==> config.mk <==
export PLATFORM = sky130hd
export DESIGN_NAME = servo_pwm_drv_flat
export DESIGN_NICKNAME = d
export VERILOG_FILES = /design/src/rtl/servo_pwm_drv_pkg.sv /design/src/rtl/servo_pwm_drv_if.sv /design/src/rtl/servo_width_map.sv /design/src/rtl/servo_pwm_drv.sv /design/src/flat_wrapper.sv
export SDC_FILE = /design/constraint.sdc
export NUM_CORES = 1
export LEC_CHECK = 0
export CORE_MARGIN = 1
export CORE_UTILIZATION = 55
export CTS_CLUSTER_DIAMETER = 80
export DETAILED_ROUTE_END_ITERATION = 6
export DONT_BUFFER_PORTS = 1
export HOLD_SLACK_MARGIN = 0.1
export PLACE_DENSITY_LB_ADDON = 0.15
export SETUP_SLACK_MARGIN = 0.3
export SLEW_MARGIN = 40
export SYNTH_ARGS = -nofsm -noshare
export SYNTH_HDL_FRONTEND = slang
export SYNTH_HIERARCHICAL = 1
export SYNTH_SLANG_ARGS = --single-unit
export TNS_END_PERCENT = 5
==> constraint.sdc <==
create_clock -name clk -period 10.2 [get_ports clk]
set_clock_uncertainty 0.1 [all_clocks]
set_input_delay 0 -clock clk [delete_from_list [all_inputs] [get_ports clk]]
set_output_delay 0 -clock clk [all_outputs]
set_load 0.02 [all_outputs]
==> src/rtl/servo_pwm_drv_pkg.sv <==
// Shared servo timing constants and types for the control-word path and the PWM stage.
// Upstream truncation logic imports the same CW so both stages agree on the word width.
package servo_pwm_drv_pkg;

    localparam int unsigned DEF_CW         = 8;
    localparam int unsigned DEF_CNT_W      = 21;
    localparam int unsigned DEF_PERIOD_CNT = 2_000_000;
    localparam int unsigned DEF_CENTER_CNT = 150_000;
    localparam int unsigned DEF_STEP_CNT   = 390;
    localparam int unsigned DEF_MIN_CNT    = 100_000;
    localparam int unsigned DEF_MAX_CNT    = 200_000;

    typedef enum logic {
        S_LOW  = 1'b0,
        S_HIGH = 1'b1
    } pwm_state_t;

endpackage

==> src/rtl/servo_pwm_drv_if.sv <==
// Control-word input and servo output bundle between the IPD chain and the PWM driver.
interface servo_pwm_drv_if
    import servo_pwm_drv_pkg::*;
#(
    parameter int unsigned CW    = DEF_CW,
    parameter int unsigned CNT_W = DEF_CNT_W
);
    logic signed [CW-1:0]    trunc;
    logic                    valid;
    logic                    en;
    logic                    pwm;
    logic                    sample_req;
    logic                    sat;
    logic        [CNT_W-1:0] width_q;

    modport master (
        output trunc, valid, en,
        input  pwm, sample_req, sat, width_q
    );

    modport slave (
        input  trunc, valid, en,
        output pwm, sample_req, sat, width_q
    );
endinterface

==> src/rtl/servo_width_map.sv <==
// Stage 1: maps the signed control word to a clamped pulse width and loads the shadow register.
module servo_width_map
    import servo_pwm_drv_pkg::*;
#(
    parameter int unsigned CW         = DEF_CW,
    parameter int unsigned CNT_W      = DEF_CNT_W,
    parameter int unsigned CENTER_CNT = DEF_CENTER_CNT,
    parameter int unsigned STEP_CNT   = DEF_STEP_CNT,
    parameter int unsigned MIN_CNT    = DEF_MIN_CNT,
    parameter int unsigned MAX_CNT    = DEF_MAX_CNT
) (
    input  logic                 clk,
    input  logic                 rst,
    input  logic signed [CW-1:0] trunc,
    input  logic                 valid,
    output logic     [CNT_W-1:0] shadow,
    output logic                 shadow_sat
);
    localparam logic signed [CNT_W:0] CENTER_S = (CNT_W+1)'(CENTER_CNT);
    localparam logic signed [CNT_W:0] STEP_S   = (CNT_W+1)'(STEP_CNT);
    localparam logic signed [CNT_W:0] MIN_S    = (CNT_W+1)'(MIN_CNT);
    localparam logic signed [CNT_W:0] MAX_S    = (CNT_W+1)'(MAX_CNT);

    logic signed [CNT_W:0]   trunc_x;
    logic signed [CNT_W:0]   calc;
    logic        [CNT_W-1:0] clamped;
    logic                    clip;

    // One extra bit keeps the negative side representable before the clamp.
    assign trunc_x = {{(CNT_W+1-CW){trunc[CW-1]}}, trunc};
    assign calc    = CENTER_S + trunc_x * STEP_S;

    always_comb begin
        clamped = calc[CNT_W-1:0];
        clip    = 1'b0;
        if (calc < MIN_S) begin
            clamped = MIN_S[CNT_W-1:0];
            clip    = 1'b1;
        end else if (calc > MAX_S) begin
            clamped = MAX_S[CNT_W-1:0];
            clip    = 1'b1;
        end
    end

    always_ff @(posedge clk) begin
        if (!rst) begin
            shadow     <= CNT_W'(CENTER_CNT);
            shadow_sat <= 1'b0;
        end else if (valid) begin
            shadow     <= clamped;
            shadow_sat <= clip;
        end
    end
endmodule

==> src/rtl/servo_pwm_drv.sv <==
// Servo PWM driver: frame counter, frame-aligned width register, pulse FSM and sample request.
module servo_pwm_drv
    import servo_pwm_drv_pkg::*;
#(
    parameter int unsigned CW         = DEF_CW,
    parameter int unsigned CNT_W      = DEF_CNT_W,
    parameter int unsigned PERIOD_CNT = DEF_PERIOD_CNT,
    parameter int unsigned CENTER_CNT = DEF_CENTER_CNT,
    parameter int unsigned STEP_CNT   = DEF_STEP_CNT,
    parameter int unsigned MIN_CNT    = DEF_MIN_CNT,
    parameter int unsigned MAX_CNT    = DEF_MAX_CNT
) (
    input  logic            clk,
    input  logic            rst,
    servo_pwm_drv_if.slave  bus
);
    localparam logic [CNT_W-1:0] LAST_CNT = CNT_W'(PERIOD_CNT - 1);
    localparam logic [CNT_W-1:0] PRE_LAST = CNT_W'(PERIOD_CNT - 2);
    localparam logic [CNT_W-1:0] CENTER_W = CNT_W'(CENTER_CNT);

    if (!(MIN_CNT <= CENTER_CNT && CENTER_CNT <= MAX_CNT && MAX_CNT < PERIOD_CNT &&
          PERIOD_CNT < (64'd1 << CNT_W) && MIN_CNT > 0)) begin : g_bad_params
        $error("servo_pwm_drv: illegal timing parameters");
    end

    logic [CNT_W-1:0] cnt;
    logic [CNT_W-1:0] active;
    logic [CNT_W-1:0] shadow;
    logic             shadow_sat;
    logic             boundary;
    pwm_state_t       state, state_nx;

    servo_width_map #(
        .CW         (CW),
        .CNT_W      (CNT_W),
        .CENTER_CNT (CENTER_CNT),
        .STEP_CNT   (STEP_CNT),
        .MIN_CNT    (MIN_CNT),
        .MAX_CNT    (MAX_CNT)
    ) u_map (
        .clk        (clk),
        .rst        (rst),
        .trunc      (bus.trunc),
        .valid      (bus.valid),
        .shadow     (shadow),
        .shadow_sat (shadow_sat)
    );

    assign boundary    = (cnt == LAST_CNT);
    assign bus.width_q = active;

    // State mirrors cnt<active for the current cycle; LOW only re-arms on the wrap to cnt==0.
    always_comb begin
        state_nx = state;
        unique case (state)
            S_HIGH: if (cnt >= active) state_nx = S_LOW;
            S_LOW:  if (cnt == '0)     state_nx = S_HIGH;
            default: state_nx = S_LOW;
        endcase
    end

    always_ff @(posedge clk) begin
        if (!rst) begin
            cnt            <= '0;
            active         <= CENTER_W;
            bus.sat        <= 1'b0;
            bus.pwm        <= 1'b0;
            bus.sample_req <= 1'b0;
            state          <= S_LOW;
        end else begin
            state          <= state_nx;
            bus.pwm        <= bus.en && (state_nx == S_HIGH);
            bus.sample_req <= (cnt == PRE_LAST);
            if (boundary) begin
                cnt     <= '0;
                active  <= shadow;
                bus.sat <= shadow_sat;
            end else begin
                cnt <= cnt + CNT_W'(1);
            end
        end
    end
endmodule

==> src/flat_wrapper.sv <==
// flat-port wrapper written by rule: the top's interface ports become plain ports
module servo_pwm_drv_flat import servo_pwm_drv_pkg::*;
#(
    parameter int unsigned CW         = DEF_CW,
    parameter int unsigned CNT_W      = DEF_CNT_W,
    parameter int unsigned PERIOD_CNT = DEF_PERIOD_CNT,
    parameter int unsigned CENTER_CNT = DEF_CENTER_CNT,
    parameter int unsigned STEP_CNT   = DEF_STEP_CNT,
    parameter int unsigned MIN_CNT    = DEF_MIN_CNT,
    parameter int unsigned MAX_CNT    = DEF_MAX_CNT
)
  (clk, rst, bus_trunc, bus_valid, bus_en, bus_pwm, bus_sample_req, bus_sat, bus_width_q);
  servo_pwm_drv_if #(.CW(CW), .CNT_W(CNT_W)) bus_i ();
  input  logic clk;
  input  logic rst;
  input wire logic [$bits(bus_i.trunc)-1:0] bus_trunc;
  input wire logic [$bits(bus_i.valid)-1:0] bus_valid;
  input wire logic [$bits(bus_i.en)-1:0] bus_en;
  output wire logic [$bits(bus_i.pwm)-1:0] bus_pwm;
  output wire logic [$bits(bus_i.sample_req)-1:0] bus_sample_req;
  output wire logic [$bits(bus_i.sat)-1:0] bus_sat;
  output wire logic [$bits(bus_i.width_q)-1:0] bus_width_q;
  assign bus_i.trunc = bus_trunc;
  assign bus_i.valid = bus_valid;
  assign bus_i.en = bus_en;
  assign bus_pwm = bus_i.pwm;
  assign bus_sample_req = bus_i.sample_req;
  assign bus_sat = bus_i.sat;
  assign bus_width_q = bus_i.width_q;
  servo_pwm_drv #(.CW(CW), .CNT_W(CNT_W), .PERIOD_CNT(PERIOD_CNT), .CENTER_CNT(CENTER_CNT), .STEP_CNT(STEP_CNT), .MIN_CNT(MIN_CNT), .MAX_CNT(MAX_CNT)) u_core (.clk(clk), .rst(rst), .bus(bus_i));
endmodule
==> flow_summary.json <==
{
  "status": "finished, final reports clean",
  "syn_inst": 594,
  "cp-end-kind": "flip-flop",
  "ctsLongestPathBuffers": 2,
  "wire_per_inst_microns": 16.9,
  "maxUsedRoutingLayer": "met4",
  "layout_common_cells": "nand2_1 (65), dfxtp_1 (65), ha_1 (64), inv_1 (58), nor2_1 (46)",
  "hold_path.class": "in -> reg",
  "firstDrtPassIters": 6,
  "cts.sinks": 65,
  "cts_setup_buffers": 0,
  "synth_top_area_share_pct": 26.3,
  "core_area_sq_um": 8720,
  "crit_path_start_kind": "input port",
  "slew_headroom_pct": 51.6,
  "tns_ns": 0,
  "critical_path_arrival_ns": 5.14,
  "vias": 4225,
  "drc": 0,
  "clk_pin_slew_ns": 0.07,
  "port_buffers": 0,
  "die_width_microns": 96.8,
  "postCtsHoldBufs": 9,
  "crit_path_top_delay_cell": "dlygate4sd3_1",
  "fin_crit_sh_pct": 49.1,
  "wl_mm": 11.9,
  "met1_length_mm": 5.71,
  "area_delta_synth_final_pct": 6.20,
  "clockRootBuffer": "clkbuf_8",
  "grt_max_degree": 48,
  "vias_per_cell": 5.99,
  "max-vdd-ir-drop_mv": 0.118,
  "critPathKind": "in -> reg",
  "wl_met2_mm": 5.47,
  "ys_ff_latch": 65,
  "overflow": 0,
  "hold_ws_ns": 0.167,
  "hpwl_mm": 9.22,
  "syn_area_sq_um": 4940,
  "grt_pass1_vias": 4069,
  "setup_viol": 0,
  "htree_num_levels": 3,
  "max_freq_mhz": 200,
  "hold_viol_final": 0,
  "synthFlopType": "dfxtp_1",
  "synth_area_per_cell_sq_um": 8.32,
  "final_max_slew_viol_count": 0,
  "synth_top_cell_by_area": "dfxtp_1",
  "cp.required_ns": 10.33,
  "cp_max_fo": 9,
  "synth_warnings": 6,
  "rows": 34,
  "first_iter_violations": 193,
  "p_leak_nw": 2.20,
  "path_buf_inv": 3,
  "gp_congestion": 0.926,
  "rsz0062_at_grt": "no",
  "ys_async_sr_fraction_pct": 0,
  "grt_antenna_before_repair": 0,
  "powerDensity_nw_per_um2": 177,
  "fin_crit_ns": 5.01,
  "max_slew.worst_pin.slew_ns": 0.724,
  "die_h_microns": 96.8,
  "start_util_pct": 56.7,
  "drive_gt1_share_pct": 5.53,
  "final_nets": 679,
  "synth_cell_types": 69,
  "cts_tree": "built",
  "numCtsBuffers": 9,
  "postRouteAntennaNets": 0,
  "drv_cap": 0,
  "clkLatencyLatePin_ns": 0.35,
  "cp_slowest_stage_delay_ns": 0.58,
  "ys_seq_area_share_pct": 26.3,
  "grt_pass1_wl_mm": 20.0,
  "die_area_sq_um": 9370,
  "cp_common_cell": "fa_1",
  "n_antenna_cell": 0,
  "grt_usage_pct": 26.4,
  "io_pins": 36,
  "synth_area_leaders": "dfxtp_1 (26%), ha_1 (16%), nand2_1 (4.9%), inv_1 (4.4%), xnor2_1 (4.1%)",
  "post_cts_resized": 0,
  "path_delay_family": "adder cells",
  "path_cells": "fa_1, ha_1, inv_1, fa_1, inv_1, fa_1, ha_1, nand2_2, or4_4, a21o_1, a211oi_4, o22ai_1, xnor2_1, o311a_1, o21a_4, o221ai_1, dlygate4sd3_1",
  "dr_wl_met3_microns": 664,
  "synth_edf_count": 0
}
==> report_power, final <==
| part | total [mW] | leakage (nW) | internal, mW | switching, mW |
|---|---|---|---|---|
| clock network | 0.192 | 0.0871 | 0.0978 | 0.0945 |
| registers | 0.297 | 0.529 | 0.277 | 0.0198 |
| logic | 0.439 | 1.59 | 0.172 | 0.267 |
| total | 0.929 | 2.20 | 0.547 | 0.381 |
==> per-layer routing <==
| metal | track usage (%) | vias up |
|---|---|---|
| met5 | 0 | - |
| met4 | 6.20 | 0 |
| met3 | 6.07 | 12 |
| met2 | 41.1 | 118 |
| met1 | 37.0 | 1999 |
| li1 | - | 2096 |
==> worst register-to-register path: cells and delay by family, from the launching register on <==
family        cells  cell delay [ns]
flops             1             0.36
simple gates      5             1.89
==> logic make-up after synthesis <==
| family | synth area share [%] |
|---|---|
| compound gates | 19.4 |
| xor+xnor | 6.02 |
| fa+ha+maj | 19.8 |
| buf+inv | 7.06 |
| flops | 26.3 |
| mux | 0.633 |
| other cells | 0.0758 |
| simple gates | 20.7 |
==> through the flow <==
| stage | instances | cell area [sq um] | util [%] | total power [mW] | setup slack, ns |
|---|---|---|---|---|---|
| floorplan | 596 | 4950 | - | 0.644 | 5.72 |
| global placement | 682 | 4970 | 57.0 | 0.714 | 5.37 |
| detailed placement | 682 | 4980 | 57.1 | 0.722 | 5.19 |
| CTS | 705 | 5250 | 60.2 | 0.925 | 5.04 |
| global route | 705 | 5250 | 60.2 | 0.989 | 4.96 |
| finish | 705 | 5250 | 60.2 | 0.929 | 5.19 |
==> final timing paths <==
check | from | slack (ns) | endpoint | cells past startpoint
max | bus_trunc[0] | 5.19 | u_core/u_map/shadow[7] | 17
min | bus_trunc[0] | 0.17 | u_core/u_map/shadow[2] | 5
max reg2reg | u_core/cnt[16] | 7.74 | u_core/cnt[9] | 5
min reg2reg | u_core/u_map/shadow[18] | 0.36 | u_core/bus.width_q[18] | 2
==> state kept, by name, summed over array words and instances (netlist names) <==
signal                   flops
u_core/u_map/shadow         18
u_core/cnt                  21
u_core/bus.pwm               1
u_core/state                 1
u_core/bus.sample_req        1
u_core/bus.width_q          21
u_core/bus.sat               1
u_core/u_map/shadow_sat      1
==> layout make-up <==
cell class | instances | area (sq um)
multi-input combinational | 450 | 3320
fill | 799 | 3470
tap | 108 | 135
timing repair buffer | 10 | 108
clock buffer | 11 | 151
clock inverter | 3 | 17.5
sequential | 65 | 1300
inverter | 58 | 218
==> synth_stat cells, types with 3 or more instances <==
master / number
o21ai_0: 27
o211a_1: 4
buf_4: 5
buf_2: 3
a21boi_0: 13
a31oi_1: 3
ha_1: 64
o31ai_1: 3
dfxtp_1: 65
nand2b_1: 6
nor2_1: 46
and3_1: 10
or3_1: 3
nor2b_1: 3
xnor2_1: 23
xor2_1: 11
inv_1: 58
clkbuf_1: 12
nor3_1: 11
a221oi_1: 3
nand4_1: 8
o211ai_1: 15
o21a_1: 5
nand3_1: 21
nor4_1: 9
or2_2: 3
o22ai_1: 3
a2bb2oi_1: 3
a21o_1: 4
o2111ai_1: 6
buf_6: 3
and2_1: 4
nand2_1: 65
a21oi_1: 16
fa_1: 9
and4_1: 3
Power figures use the tool's default switching activity.
